**src/rtl/imem_fetch_arbiter.sv**
```systemverilog
// Arbitrates the shared combinational instruction memory between the fetch stage and a debug/trace port.
// Grants one request per cycle and returns registered data, with debug starvation protection and an exclusive lock mode.
module imem_fetch_arbiter #(
  parameter int ADDR_BITS    = 9,
  parameter int MEM_WORDS    = 396,
  parameter int STARVE_LIMIT = 4
) (
  input  logic        Clk,
  input  logic        Reset,
  input  logic        fetch_req,
  input  logic [31:0] fetch_addr,
  output logic        fetch_gnt,
  output logic        fetch_valid,
  output logic [31:0] fetch_instr,
  output logic        fetch_err,
  input  logic        dbg_req,
  input  logic [31:0] dbg_addr,
  input  logic        dbg_lock,
  output logic        dbg_gnt,
  output logic        dbg_valid,
  output logic [31:0] dbg_data,
  output logic        dbg_err,
  output logic [31:0] mem_addr,
  input  logic [31:0] mem_instr
);

  localparam int CntW = $clog2(STARVE_LIMIT + 1);
  localparam logic [CntW-1:0] StarveMax = CntW'(STARVE_LIMIT);

  typedef enum logic {
    S_NORMAL,
    S_DBG_LOCK
  } state_e;

  state_e          state_q, state_d;
  logic [CntW-1:0] starveCnt_q, starveCnt_d;

  logic            fetchGnt, dbgGnt;
  logic            fetchBad, dbgBad;
  logic [31:0]     grantAddr;

  logic            fetchValid_q, fetchErr_q;
  logic [31:0]     fetchInstr_q;
  logic            dbgValid_q, dbgErr_q;
  logic [31:0]     dbgData_q;

  function automatic logic addrInvalid(input logic [31:0] addr);
    logic [ADDR_BITS-1:0] wordIdx;
    wordIdx = addr[ADDR_BITS+1:2];
    return (addr[1:0] != 2'b00) ||
           (addr[31:ADDR_BITS+2] != '0) ||
           (32'(wordIdx) >= 32'(MEM_WORDS));
  endfunction

  assign fetchBad = addrInvalid(fetch_addr);
  assign dbgBad   = addrInvalid(dbg_addr);

  // Grants are suppressed while Reset is high so every output reads 0 during reset.
  always_comb begin
    fetchGnt = 1'b0;
    dbgGnt   = 1'b0;
    if (!Reset) begin
      if (state_q == S_DBG_LOCK) begin
        dbgGnt = dbg_req;
      end else if (fetch_req && dbg_req) begin
        if (starveCnt_q == StarveMax) begin
          dbgGnt = 1'b1;
        end else begin
          fetchGnt = 1'b1;
        end
      end else begin
        fetchGnt = fetch_req;
        dbgGnt   = dbg_req;
      end
    end
  end

  always_comb begin
    state_d = state_q;
    unique case (state_q)
      S_NORMAL:   if (dbgGnt && dbg_lock) state_d = S_DBG_LOCK;
      S_DBG_LOCK: if (!dbg_lock)          state_d = S_NORMAL;
      default:                            state_d = S_NORMAL;
    endcase
  end

  always_comb begin
    starveCnt_d = starveCnt_q;
    if (dbgGnt) begin
      starveCnt_d = '0;
    end else if (dbg_req && (starveCnt_q != StarveMax)) begin
      starveCnt_d = starveCnt_q + 1'b1;
    end
  end

  always_comb begin
    grantAddr = 32'h0;
    if (dbgGnt) begin
      grantAddr = dbg_addr;
    end else if (fetchGnt) begin
      grantAddr = fetch_addr;
    end
  end

  // Response data follows whichever requester was granted; it holds between pulses.
  always_ff @(posedge Clk) begin
    if (Reset) begin
      state_q      <= S_NORMAL;
      starveCnt_q  <= '0;
      fetchValid_q <= 1'b0;
      fetchErr_q   <= 1'b0;
      fetchInstr_q <= 32'h0;
      dbgValid_q   <= 1'b0;
      dbgErr_q     <= 1'b0;
      dbgData_q    <= 32'h0;
    end else begin
      state_q      <= state_d;
      starveCnt_q  <= starveCnt_d;
      fetchValid_q <= fetchGnt;
      dbgValid_q   <= dbgGnt;
      if (fetchGnt) begin
        fetchErr_q   <= fetchBad;
        fetchInstr_q <= fetchBad ? 32'h0 : mem_instr;
      end
      if (dbgGnt) begin
        dbgErr_q  <= dbgBad;
        dbgData_q <= dbgBad ? 32'h0 : mem_instr;
      end
    end
  end

  // Registered outputs are masked during Reset so a pending response is dropped.
  assign fetch_gnt   = fetchGnt;
  assign dbg_gnt     = dbgGnt;
  assign mem_addr    = {grantAddr[31:2], 2'b00};
  assign fetch_valid = fetchValid_q & ~Reset;
  assign fetch_err   = fetchErr_q & ~Reset;
  assign fetch_instr = Reset ? 32'h0 : fetchInstr_q;
  assign dbg_valid   = dbgValid_q & ~Reset;
  assign dbg_err     = dbgErr_q & ~Reset;
  assign dbg_data    = Reset ? 32'h0 : dbgData_q;

endmodule
```
**config.mk**
```make
export PLATFORM = sky130hd
export DESIGN_NAME = imem_fetch_arbiter
export DESIGN_NICKNAME = d
export VERILOG_FILES = /design/src/rtl/imem_fetch_arbiter.sv
export SDC_FILE = /design/constraint.sdc
export NUM_CORES = 1
export LEC_CHECK = 0
export ABC_AREA = 0
export CAP_MARGIN = 25
export CORE_AREA = 2 2 102 104
export CTS_BUF_LIST = sky130_fd_sc_hd__clkbuf_4 sky130_fd_sc_hd__clkbuf_8 sky130_fd_sc_hd__clkbuf_16
export DETAILED_ROUTE_END_ITERATION = 16
export DIE_AREA = 0 0 104 106
export GPL_ROUTABILITY_DRIVEN = 1
export HOLD_SLACK_MARGIN = 0.15
export PLACE_DENSITY = 0.8
export SYNTH_ARGS = -nofsm -noshare
export SYNTH_HDL_FRONTEND = slang
export SYNTH_SLANG_ARGS = --single-unit
```
**constraint.sdc**
```tcl
create_clock -name Clk -period 2.3 [get_ports Clk]
set_input_delay 0.575 -clock Clk [delete_from_list [all_inputs] [get_ports Clk]]
set_output_delay 0.575 -clock Clk [all_outputs]
set_load 0.03 [all_outputs]
```
==> metrics.txt, run 1 <==
# TYPE chip_impl_metric gauge
chip_impl_info{name="synth_top_family_by_area",value="simple AND/OR/NAND/NOR gates"} 1
chip_impl_metric{name="grt_util_met2",unit=""} 0.4633
chip_impl_info{name="crit_slowest_cell",value="sky130_fd_sc_hd__dlygate4sd2_1"} 1
chip_impl_metric{name="max_clk_rate",unit="MHz"} 402.2
chip_impl_metric{name="grt_max_degree",unit=""} 39
chip_impl_metric{name="drt_iter0_drc",unit=""} 292
chip_impl_info{name="violations",value="setup timing"} 1
chip_impl_metric{name="netlist_area",unit="um^2"} 3859
chip_impl_metric{name="finalCoreUtilization",unit=""} 0.7041
chip_impl_metric{name="synth.mux.area_fraction",unit=""} 0.002594
chip_impl_metric{name="powerDensity",unit="nW/um^2"} 456.9
chip_impl_metric{name="io_buffers",unit=""} 200
chip_impl_metric{name="cts_buffers",unit=""} 9
chip_impl_metric{name="critPathRequiredTime",unit="ns"} 1.73
chip_impl_metric{name="finalNetCount",unit=""} 816
chip_impl_metric{name="final_layout_size_suffix_gt1_frac",unit=""} 0.3273
chip_impl_metric{name="power.static_leakage",unit="nW"} 2.948
chip_impl_info{name="cp-end-kind",value="output port"} 1
chip_impl_info{name="min-delay-path-class",value="flop to flop"} 1
chip_impl_metric{name="cap_violations",unit=""} 0
chip_impl_info{name="worst_setup_path_start_kind",value="input pin"} 1
chip_impl_metric{name="worst-r2r-cell-count",unit=""} 10
chip_impl_metric{name="ctsLongestPathBuffers",unit=""} 2
chip_impl_metric{name="synth_cell_type_count",unit=""} 36
chip_impl_info{name="worst_path_most_repeated_cell",value="sky130_fd_sc_hd__buf_6"} 1
chip_impl_metric{name="route.detailed.drc",unit=""} 0
chip_impl_metric{name="cts_max_level",unit=""} 3
chip_impl_metric{name="synth-xor-area-share",unit=""} 0.004540
chip_impl_info{name="crit_chain",value="dlygate4sd2_1 > nor2b_4 > a21bo_4 > nor2_4 > buf_6 > buf_16 > a22o_4 > buf_6"} 1
chip_impl_metric{name="grt_use_total",unit=""} 0.2578
chip_impl_metric{name="ant_nets",unit=""} 0
chip_impl_metric{name="post_drt_wl_per_cell",unit="um"} 20.24
chip_impl_metric{name="power_report.internal_total",unit="W"} 0.002343
chip_impl_metric{name="antenna_found_initial",unit=""} 0
chip_impl_metric{name="finalCriticalPeriod",unit="ns"} 2.486
chip_impl_metric{name="design.die.area",unit="um^2"} 11020
chip_impl_metric{name="maxSlewViolCount",unit=""} 0
chip_impl_metric{name="tns",unit="ns"} -8.124
chip_impl_metric{name="grt-ovfl-total",unit=""} 0
chip_impl_metric{name="drt_first_pass_iters",unit=""} 5
chip_impl_metric{name="synth-warning-count",unit=""} 0
chip_impl_metric{name="syn-instance-count",unit=""} 496
chip_impl_info{name="clockRootBuffer",value="sky130_fd_sc_hd__clkbuf_8"} 1
chip_impl_metric{name="design.portCount",unit=""} 203
chip_impl_metric{name="synth_compound_gate_area_share",unit=""} 0.1871
chip_impl_metric{name="place.gp.congestion",unit=""} 0.8485
chip_impl_info{name="result_of_the_run",value="finished, violations left"} 1
chip_impl_metric{name="syn_to_final_growth",unit="%"} 82.46
chip_impl_metric{name="seq_area_frac_synth",unit=""} 0.3735
chip_impl_metric{name="power.switching_fraction",unit=""} 0.2718
chip_impl_metric{name="net-switching-power",unit="W"} 0.0008745
chip_impl_metric{name="avgSynthCellArea",unit="um^2"} 7.780
chip_impl_metric{name="cts_sinks",unit=""} 72
chip_impl_metric{name="worst_ep_arrival_time",unit="ns"} 1.91
chip_impl_metric{name="p_total",unit="W"} 0.003217
chip_impl_metric{name="worst_hold_margin",unit="ns"} 0.5531
chip_impl_metric{name="finalWirelength",unit="mm"} 17.28
chip_impl_metric{name="power_frac_clock",unit=""} 0.358
chip_impl_metric{name="ir_drop",unit="uV"} 261.3
chip_impl_metric{name="worst_clock_skew",unit="ns"} 0.006938
chip_impl_metric{name="max_stage_delay",unit="ns"} 0.26
chip_impl_metric{name="endpoints_failing_hold",unit=""} 0
chip_impl_info{name="rsz0062_at_grt",value="yes"} 1
chip_impl_metric{name="insertion_delay",unit="ns"} 0.34
chip_impl_metric{name="timing.critical_path.depth",unit=""} 8
chip_impl_metric{name="insertedDiodeCount",unit=""} 0
chip_impl_metric{name="globalRouteMet3Util",unit=""} 0.06070
chip_impl_metric{name="setup_slack",unit="ns"} -0.1862
chip_impl_metric{name="worstPathMaxFanout",unit=""} 8
chip_impl_metric{name="setup-violations-final",unit=""} 65
chip_impl_metric{name="p_seq_frac",unit=""} 0.391
chip_impl_metric{name="grt_first_pass_wirelength",unit="mm"} 22.76
chip_impl_metric{name="fin_area",unit="um^2"} 7041
chip_impl_info{name="timing.setup.critical_path_class",value="input pin to output port"} 1
chip_impl_info{name="crit_family",value="buffers and inverters"} 1
chip_impl_metric{name="yosys_register_bits",unit=""} 72
chip_impl_metric{name="min_delay_path_depth",unit=""} 2
chip_impl_metric{name="layout_worst_path_cycle_share",unit=""} 1.081
chip_impl_metric{name="synth-adder-area-share",unit=""} 0.006485
chip_impl_metric{name="first_global_vias",unit=""} 4546
chip_impl_metric{name="place_area",unit="um^2"} 6132
chip_impl_metric{name="grtUsageMet1",unit=""} 0.2839
chip_impl_metric{name="critical_path_buf_inv_count",unit=""} 4
chip_impl_metric{name="viasPerCell",unit=""} 5.478
chip_impl_metric{name="die_y",unit="um"} 106
chip_impl_metric{name="routed-via-count",unit=""} 4678
chip_impl_metric{name="place_hpwl",unit="mm"} 10.18
chip_impl_info{name="cts_tree",value="built"} 1
chip_impl_info{name="grt_busiest_layer",value="met2"} 1
chip_impl_metric{name="initial_utilization",unit=""} 0.3859
chip_impl_metric{name="cts.reportedPaths.clkPinSlew",unit="ns"} 0.07
chip_impl_metric{name="logic_gate_share_of_total_power",unit=""} 0.251
chip_impl_metric{name="yosys.area_share.simple",unit=""} 0.3622
chip_impl_metric{name="rows",unit=""} 37
chip_impl_metric{name="core_area",unit="um^2"} 10000
chip_impl_metric{name="fp.dieW",unit="um"} 104
## worst paths after layout
kind | startpoint | endpoint | slack, ns
min reg2reg | fetchErr_q | fetchErr_q | 0.55
max reg2reg | starveCnt_q[0] | dbgErr_q | 0.02
max | fetch_req | mem_addr[13] | -0.19
min | fetchErr_q | fetchErr_q | 0.55
## per-stage QoR
stage | std cells | setup WS [ns]
floorplan | 497 | -0.03352
global placement | 817 | -0.4268
detailed placement | 817 | -0.4442
CTS | 842 | -0.1268
global route | 854 | -0.2402
finish | 854 | -0.1862
## routing by layer
metal / vias up / part of all wire
met3: 65 / 0.078
li1: 2143 / -
met2: 290 / 0.51
met4: 0 / 0.066
met1: 2180 / 0.35
met5: - / 0
## cell usage after synthesis, drive strengths merged
master,count,area (um^2)
dfxtp,72,1441
nor2b,69,431.7
nand2,68,255.2
nor3,39,200.2
nand2b,34,212.7
clkbuf,33,123.9
nand3,33,165.2
o21ai,33,236.5
a21oi,32,160.2
a22o,30,262.8
buf,16,106.3
nor4,8,50.05
nor2,5,18.77
inv,3,11.26
or4,3,26.27
a2111oi,2,17.52
and3,2,12.51
ha,2,25.02
o211a,2,20.02
a21bo,1,10.01
a21boi,1,7.510
and4,1,8.760
and4b,1,10.01
conb,1,3.750
mux2i,1,10.01
nand4,1,6.260
o21bai,1,7.510
xnor2,1,8.760
xor2,1,8.760
## registers in the layout, indices dropped and copies added, names as in the netlist
signal,cells
dbgData_q,32
fetchInstr_q,32
starveCnt_q,3
dbgErr_q,1
dbgValid_q,1
fetchErr_q,1
fetchValid_q,1
state_q,1
## worst min-delay path, stage by stage, from the launching register on
cell,delay (ns)
sky130_fd_sc_hd__dfxtp_1,0.32
sky130_fd_sc_hd__o21ai_0,0.08
sky130_fd_sc_hd__o21bai_1,0.12
## placed cells by master (no fill, tap or decap), types with 3 or more instances in the layout
master and n:
sky130_fd_sc_hd__a21oi_1 32, sky130_fd_sc_hd__a22o_4 30, sky130_fd_sc_hd__buf_12 24, sky130_fd_sc_hd__buf_16 3
sky130_fd_sc_hd__buf_4 98, sky130_fd_sc_hd__buf_6 25, sky130_fd_sc_hd__clkbuf_16 4, sky130_fd_sc_hd__clkbuf_8 11
sky130_fd_sc_hd__clkdlybuf4s50_1 94, sky130_fd_sc_hd__dfxtp_1 70, sky130_fd_sc_hd__dlygate4sd2_1 3, sky130_fd_sc_hd__nand2_1 67
sky130_fd_sc_hd__nand2b_1 34, sky130_fd_sc_hd__nand3_1 33, sky130_fd_sc_hd__nor2_1 3, sky130_fd_sc_hd__nor2b_1 68
sky130_fd_sc_hd__nor3_1 38, sky130_fd_sc_hd__nor4_1 6, sky130_fd_sc_hd__o21ai_0 3, sky130_fd_sc_hd__o21ai_1 11
sky130_fd_sc_hd__o21ai_2 19
## cells by family after synthesis
logic type      count (synthesis)
simple gates                  264
compound gates                102
flops                          72
buf+inv                        52
fa+ha+maj                       2
xor+xnor                        2
other cells                     1
mux                             1
## power by group through the flow
stage	combinational, W	sequential, W	clock (W)
final	0.000807	0.00126	0.00115
after global routing	0.000830	0.00126	0.00122
after CTS	0.000715	0.00126	0.00116
after detailed placement	0.000637	0.00129	0
after global placement	0.000631	0.00129	0
after floorplan	0.000271	0.00129	0
## layout make-up
class / count / area, um^2
fillers: 729 / 2959
clock buffers: 11 / 151.4
multi-input cells: 373 / 2510
repair buffers: 254 / 2675
well taps: 136 / 170.2
clock inverters: 5 / 78.83
flip-flops and latches: 72 / 1444
inverters: 3 / 11.26
## timing repair
action / CTS / global route
hold buffers: 0 / 0
resized for setup: 60 / 20
pin swaps: 18 / 24
gates cloned: 3 / 5
setup buffers: 6 / 7
endpoints found under the setup margin: 65 / 39
Power figures use the tool's default switching activity.
==> run 2, diff against run 1 <==
Settings changed: ABC_CLOCK_PERIOD_IN_PS set to 2300, GPL_TIMING_DRIVEN set to 1, TNS_END_PERCENT set to 50.
==> run 2 against run 1 <==
Against the previous run:
- the flow still finishes with violations (setup timing)
- maximum frequency is 2.0% lower
- critical path depth decreased by 2
- total power fell by 0.52%
- hold slack worse by 0.0039 ns
- first-iteration DRC count down 24%
- die area unchanged
- largest power group unchanged
==> metrics.txt, run 2 (synthesis gave the netlist of run 1 again) <==
# TYPE chip_impl_metric gauge
chip_impl_info{name="cts_tree",value="built"} 1
chip_impl_metric{name="flip_flop_and_latch_area",unit="um^2"} 1444
chip_impl_metric{name="fp.dieW",unit="um"} 104
chip_impl_metric{name="viasPerCell",unit=""} 5.426
chip_impl_metric{name="critPathRequiredTime",unit="ns"} 2.53
chip_impl_metric{name="insertion_delay",unit="ns"} 0.34
chip_impl_metric{name="cap_violations",unit=""} 0
chip_impl_metric{name="place_hpwl",unit="mm"} 10.18
chip_impl_metric{name="finalNetCount",unit=""} 814
chip_impl_metric{name="max-slew-margin-rel",unit=""} 0.6455
chip_impl_info{name="worst_setup_path_start_kind",value="input pin"} 1
chip_impl_info{name="violations",value="setup timing"} 1
chip_impl_metric{name="power.switching_fraction",unit=""} 0.2673
chip_impl_info{name="critical_path.endpoint",value="dbgErr_q"} 1
chip_impl_metric{name="cts.reportedPaths.clkPinSlew",unit="ns"} 0.07
chip_impl_metric{name="reg2reg_slack",unit="ns"} 0.04
chip_impl_metric{name="finalWirelength",unit="mm"} 16.39
chip_impl_info{name="maxUsedRoutingLayer",value="met4"} 1
chip_impl_metric{name="die_y",unit="um"} 106
chip_impl_metric{name="net-switching-power",unit="W"} 0.0008554
chip_impl_metric{name="cts_buffers",unit=""} 9
chip_impl_metric{name="worst-r2r-cell-count",unit=""} 10
chip_impl_info{name="crit_slowest_cell",value="sky130_fd_sc_hd__or4_4"} 1
chip_impl_metric{name="grt-ovfl-total",unit=""} 0
chip_impl_metric{name="power_frac_clock",unit=""} 0.357
chip_impl_metric{name="endpoints_failing_hold",unit=""} 0
chip_impl_metric{name="detail_route.wirelength.met1",unit="mm"} 5.768
chip_impl_metric{name="power.static_leakage",unit="nW"} 2.929
chip_impl_metric{name="multi_input_area",unit="um^2"} 2512
chip_impl_metric{name="setup-violations-final",unit=""} 65
chip_impl_metric{name="design.die.area",unit="um^2"} 11020
chip_impl_metric{name="place_area",unit="um^2"} 6132
chip_impl_metric{name="max_stage_delay",unit="ns"} 0.62
chip_impl_metric{name="post_drt_wl_per_cell",unit="um"} 19.24
chip_impl_metric{name="core_area",unit="um^2"} 10000
chip_impl_metric{name="maxSlewViolCount",unit=""} 0
chip_impl_info{name="reg2reg_from",value="starveCnt_q[0]"} 1
chip_impl_metric{name="design.portCount",unit=""} 203
chip_impl_metric{name="initial_utilization",unit=""} 0.3859
chip_impl_metric{name="worstPathMaxFanout",unit=""} 14
chip_impl_metric{name="worst_slew_pin_slew",unit="ns"} 0.5268
chip_impl_metric{name="grt_max_degree",unit=""} 39
chip_impl_info{name="timing.setup.critical_path_class",value="input pin to flop"} 1
chip_impl_info{name="clockRootBuffer",value="sky130_fd_sc_hd__clkbuf_8"} 1
chip_impl_metric{name="power_report.internal_total",unit="W"} 0.002345
chip_impl_metric{name="rows",unit=""} 37
chip_impl_info{name="rsz0062_at_grt",value="yes"} 1
chip_impl_metric{name="logic_gate_share_of_total_power",unit=""} 0.250
chip_impl_metric{name="grt_use_total",unit=""} 0.2574
chip_impl_metric{name="met2RoutedLength",unit="mm"} 8.452
chip_impl_metric{name="layout_worst_path_cycle_share",unit=""} 1.103
chip_impl_info{name="mostFrequentLayoutCell",value="sky130_fd_sc_hd__buf_4"} 1
chip_impl_info{name="result_of_the_run",value="finished, violations left"} 1
chip_impl_metric{name="first_global_vias",unit=""} 4561
chip_impl_metric{name="worst_clock_skew",unit="ns"} 0.006215
chip_impl_metric{name="worst_ep_arrival_time",unit="ns"} 2.76
chip_impl_metric{name="ant_nets",unit=""} 0
chip_impl_metric{name="ctsLongestPathBuffers",unit=""} 2
chip_impl_metric{name="insertedDiodeCount",unit=""} 0
chip_impl_metric{name="cts_sinks",unit=""} 72
chip_impl_metric{name="cts_max_level",unit=""} 3
chip_impl_metric{name="min_delay_path_depth",unit=""} 1
chip_impl_metric{name="place.gp.congestion",unit=""} 0.8485
chip_impl_metric{name="dr_wl_met3",unit="mm"} 1.198
chip_impl_info{name="reg_top3",value="dbgData_q (32), fetchInstr_q (32), starveCnt_q (3)"} 1
chip_impl_metric{name="routed-via-count",unit=""} 4623
chip_impl_metric{name="io_buffers",unit=""} 200
chip_impl_metric{name="route.detailed.drc",unit=""} 0
chip_impl_metric{name="drt_first_pass_iters",unit=""} 4
chip_impl_metric{name="grt_first_pass_wirelength",unit="mm"} 22.70
chip_impl_info{name="most-common-layout-cells",value="sky130_fd_sc_hd__buf_4, sky130_fd_sc_hd__clkdlybuf4s50_1, sky130_fd_sc_hd__dfxtp_1, sky130_fd_sc_hd__nor2b_1, sky130_fd_sc_hd__nand2_1"} 1
chip_impl_metric{name="tns",unit="ns"} -11.33
chip_impl_metric{name="num-fill-cells",unit=""} 724
chip_impl_metric{name="powerDensity",unit="nW/um^2"} 457.2
chip_impl_metric{name="fin_area",unit="um^2"} 6999
chip_impl_metric{name="ir_drop",unit="uV"} 272.7
chip_impl_metric{name="setup_slack",unit="ns"} -0.2368
chip_impl_metric{name="max_clk_rate",unit="MHz"} 394.2
chip_impl_info{name="worst_r2r_endpoint",value="dbgErr_q"} 1
chip_impl_metric{name="p_seq_frac",unit=""} 0.393
chip_impl_metric{name="final_layout_size_suffix_gt1_frac",unit=""} 0.3240
chip_impl_info{name="cp-end-kind",value="flop"} 1
chip_impl_info{name="crit_chain",value="clkdlybuf4s50_1 > nor4_1 > nand4_1 > or4_4 > buf_12 > o211a_1"} 1
chip_impl_metric{name="antenna_found_initial",unit=""} 0
chip_impl_metric{name="drt_iter0_drc",unit=""} 222
chip_impl_info{name="min-delay-path-class",value="flop to flop"} 1
chip_impl_info{name="critPathLaunch",value="dbg_addr[29]"} 1
chip_impl_metric{name="finalCriticalPeriod",unit="ns"} 2.537
chip_impl_metric{name="syn_to_final_growth",unit="%"} 81.39
-- run 2: changes by cell type in the layout (fill, tap and decap cells not counted) --
| cell | change |
|---|---|
| sky130_fd_sc_hd__nor4_2 | -2 |
| sky130_fd_sc_hd__buf_4 | -1 |
| sky130_fd_sc_hd__dlymetal6s2s_1 | +1 |
| sky130_fd_sc_hd__dlygate4sd2_1 | -2 |
| sky130_fd_sc_hd__nor4_1 | +1 |
| sky130_fd_sc_hd__nor4_4 | +1 |
| sky130_fd_sc_hd__o21ai_0 | +1 |
| sky130_fd_sc_hd__buf_16 | -1 |
| sky130_fd_sc_hd__clkdlybuf4s50_1 | +1 |
| sky130_fd_sc_hd__buf_6 | +1 |
| sky130_fd_sc_hd__o21ai_1 | -1 |
| sky130_fd_sc_hd__clkbuf_16 | -1 |
-- run 2: worst max-delay path, delay by kind of cell --
| family | cells | cell delay (ns) |
|---|---|---|
| compound gates | 1 | 0.13 |
| simple gates | 3 | 1.37 |
| buf+inv | 2 | 0.69 |
-- run 2: per-layer routing --
metal / track usage / up-vias
met5: 0 / -
met4: 0.1342 / 0
met3: 0.06009 / 58
met2: 0.4652 / 257
met1: 0.2805 / 2170
li1: - / 2138
-- run 2: worst min path at each step --
stage	endpoint	start	slack, ns
floorplan	dbgErr_q	dbgErr_q	0.46
global placement	dbgErr_q	dbgErr_q	0.47
detailed placement	dbgErr_q	dbgErr_q	0.48
CTS	dbgErr_q	dbgErr_q	0.51
global route	dbgErr_q	dbgErr_q	0.56
finish	dbgErr_q	dbgErr_q	0.55
-- run 2: cell type report --
| cell class | instances | area share |
|---|---|---|
| sequential | 72 | 0.2063 |
| inverter | 3 | 0.001609 |
| multi-input combinational | 373 | 0.3590 |
| clock inverter | 5 | 0.01126 |
| tap | 136 | 0.02431 |
| timing repair buffer | 252 | 0.3759 |
| clock buffer | 11 | 0.02163 |
-- run 2: metrics by stage --
| stage | utilization | hold slack, ns | setup slack (ns) | instances | power [W] |
|---|---|---|---|---|---|
| floorplan | - | 0.4647 | -0.03352 | 497 | 0.001556 |
| global placement | 0.6132 | 0.4747 | -0.4268 | 817 | 0.001917 |
| detailed placement | 0.6132 | 0.4817 | -0.4442 | 817 | 0.001923 |
| CTS | 0.6732 | 0.5119 | -0.1268 | 841 | 0.003135 |
| global route | 0.7000 | 0.5565 | -0.2352 | 852 | 0.003306 |
| finish | 0.7000 | 0.5492 | -0.2368 | 852 | 0.003200 |
-- run 2: power by group through the flow --
stage / sequential, W / clock, W / combinational (W)
after detailed placement: 0.00129 / 0 / 0.000637
after global routing: 0.00126 / 0.00122 / 0.000827
final: 0.00126 / 0.00114 / 0.000801
after global placement: 0.00129 / 0 / 0.000631
after CTS: 0.00126 / 0.00116 / 0.000716
after floorplan: 0.00129 / 0 / 0.000271
-- run 2: repair_timing --
item,4_1_cts,5_1_grt
setup endpoints to repair,65,63
setup buffers,6,7
pin swaps,15,23
resized for setup,56,22
gates cloned,2,4
hold buffers,0,0
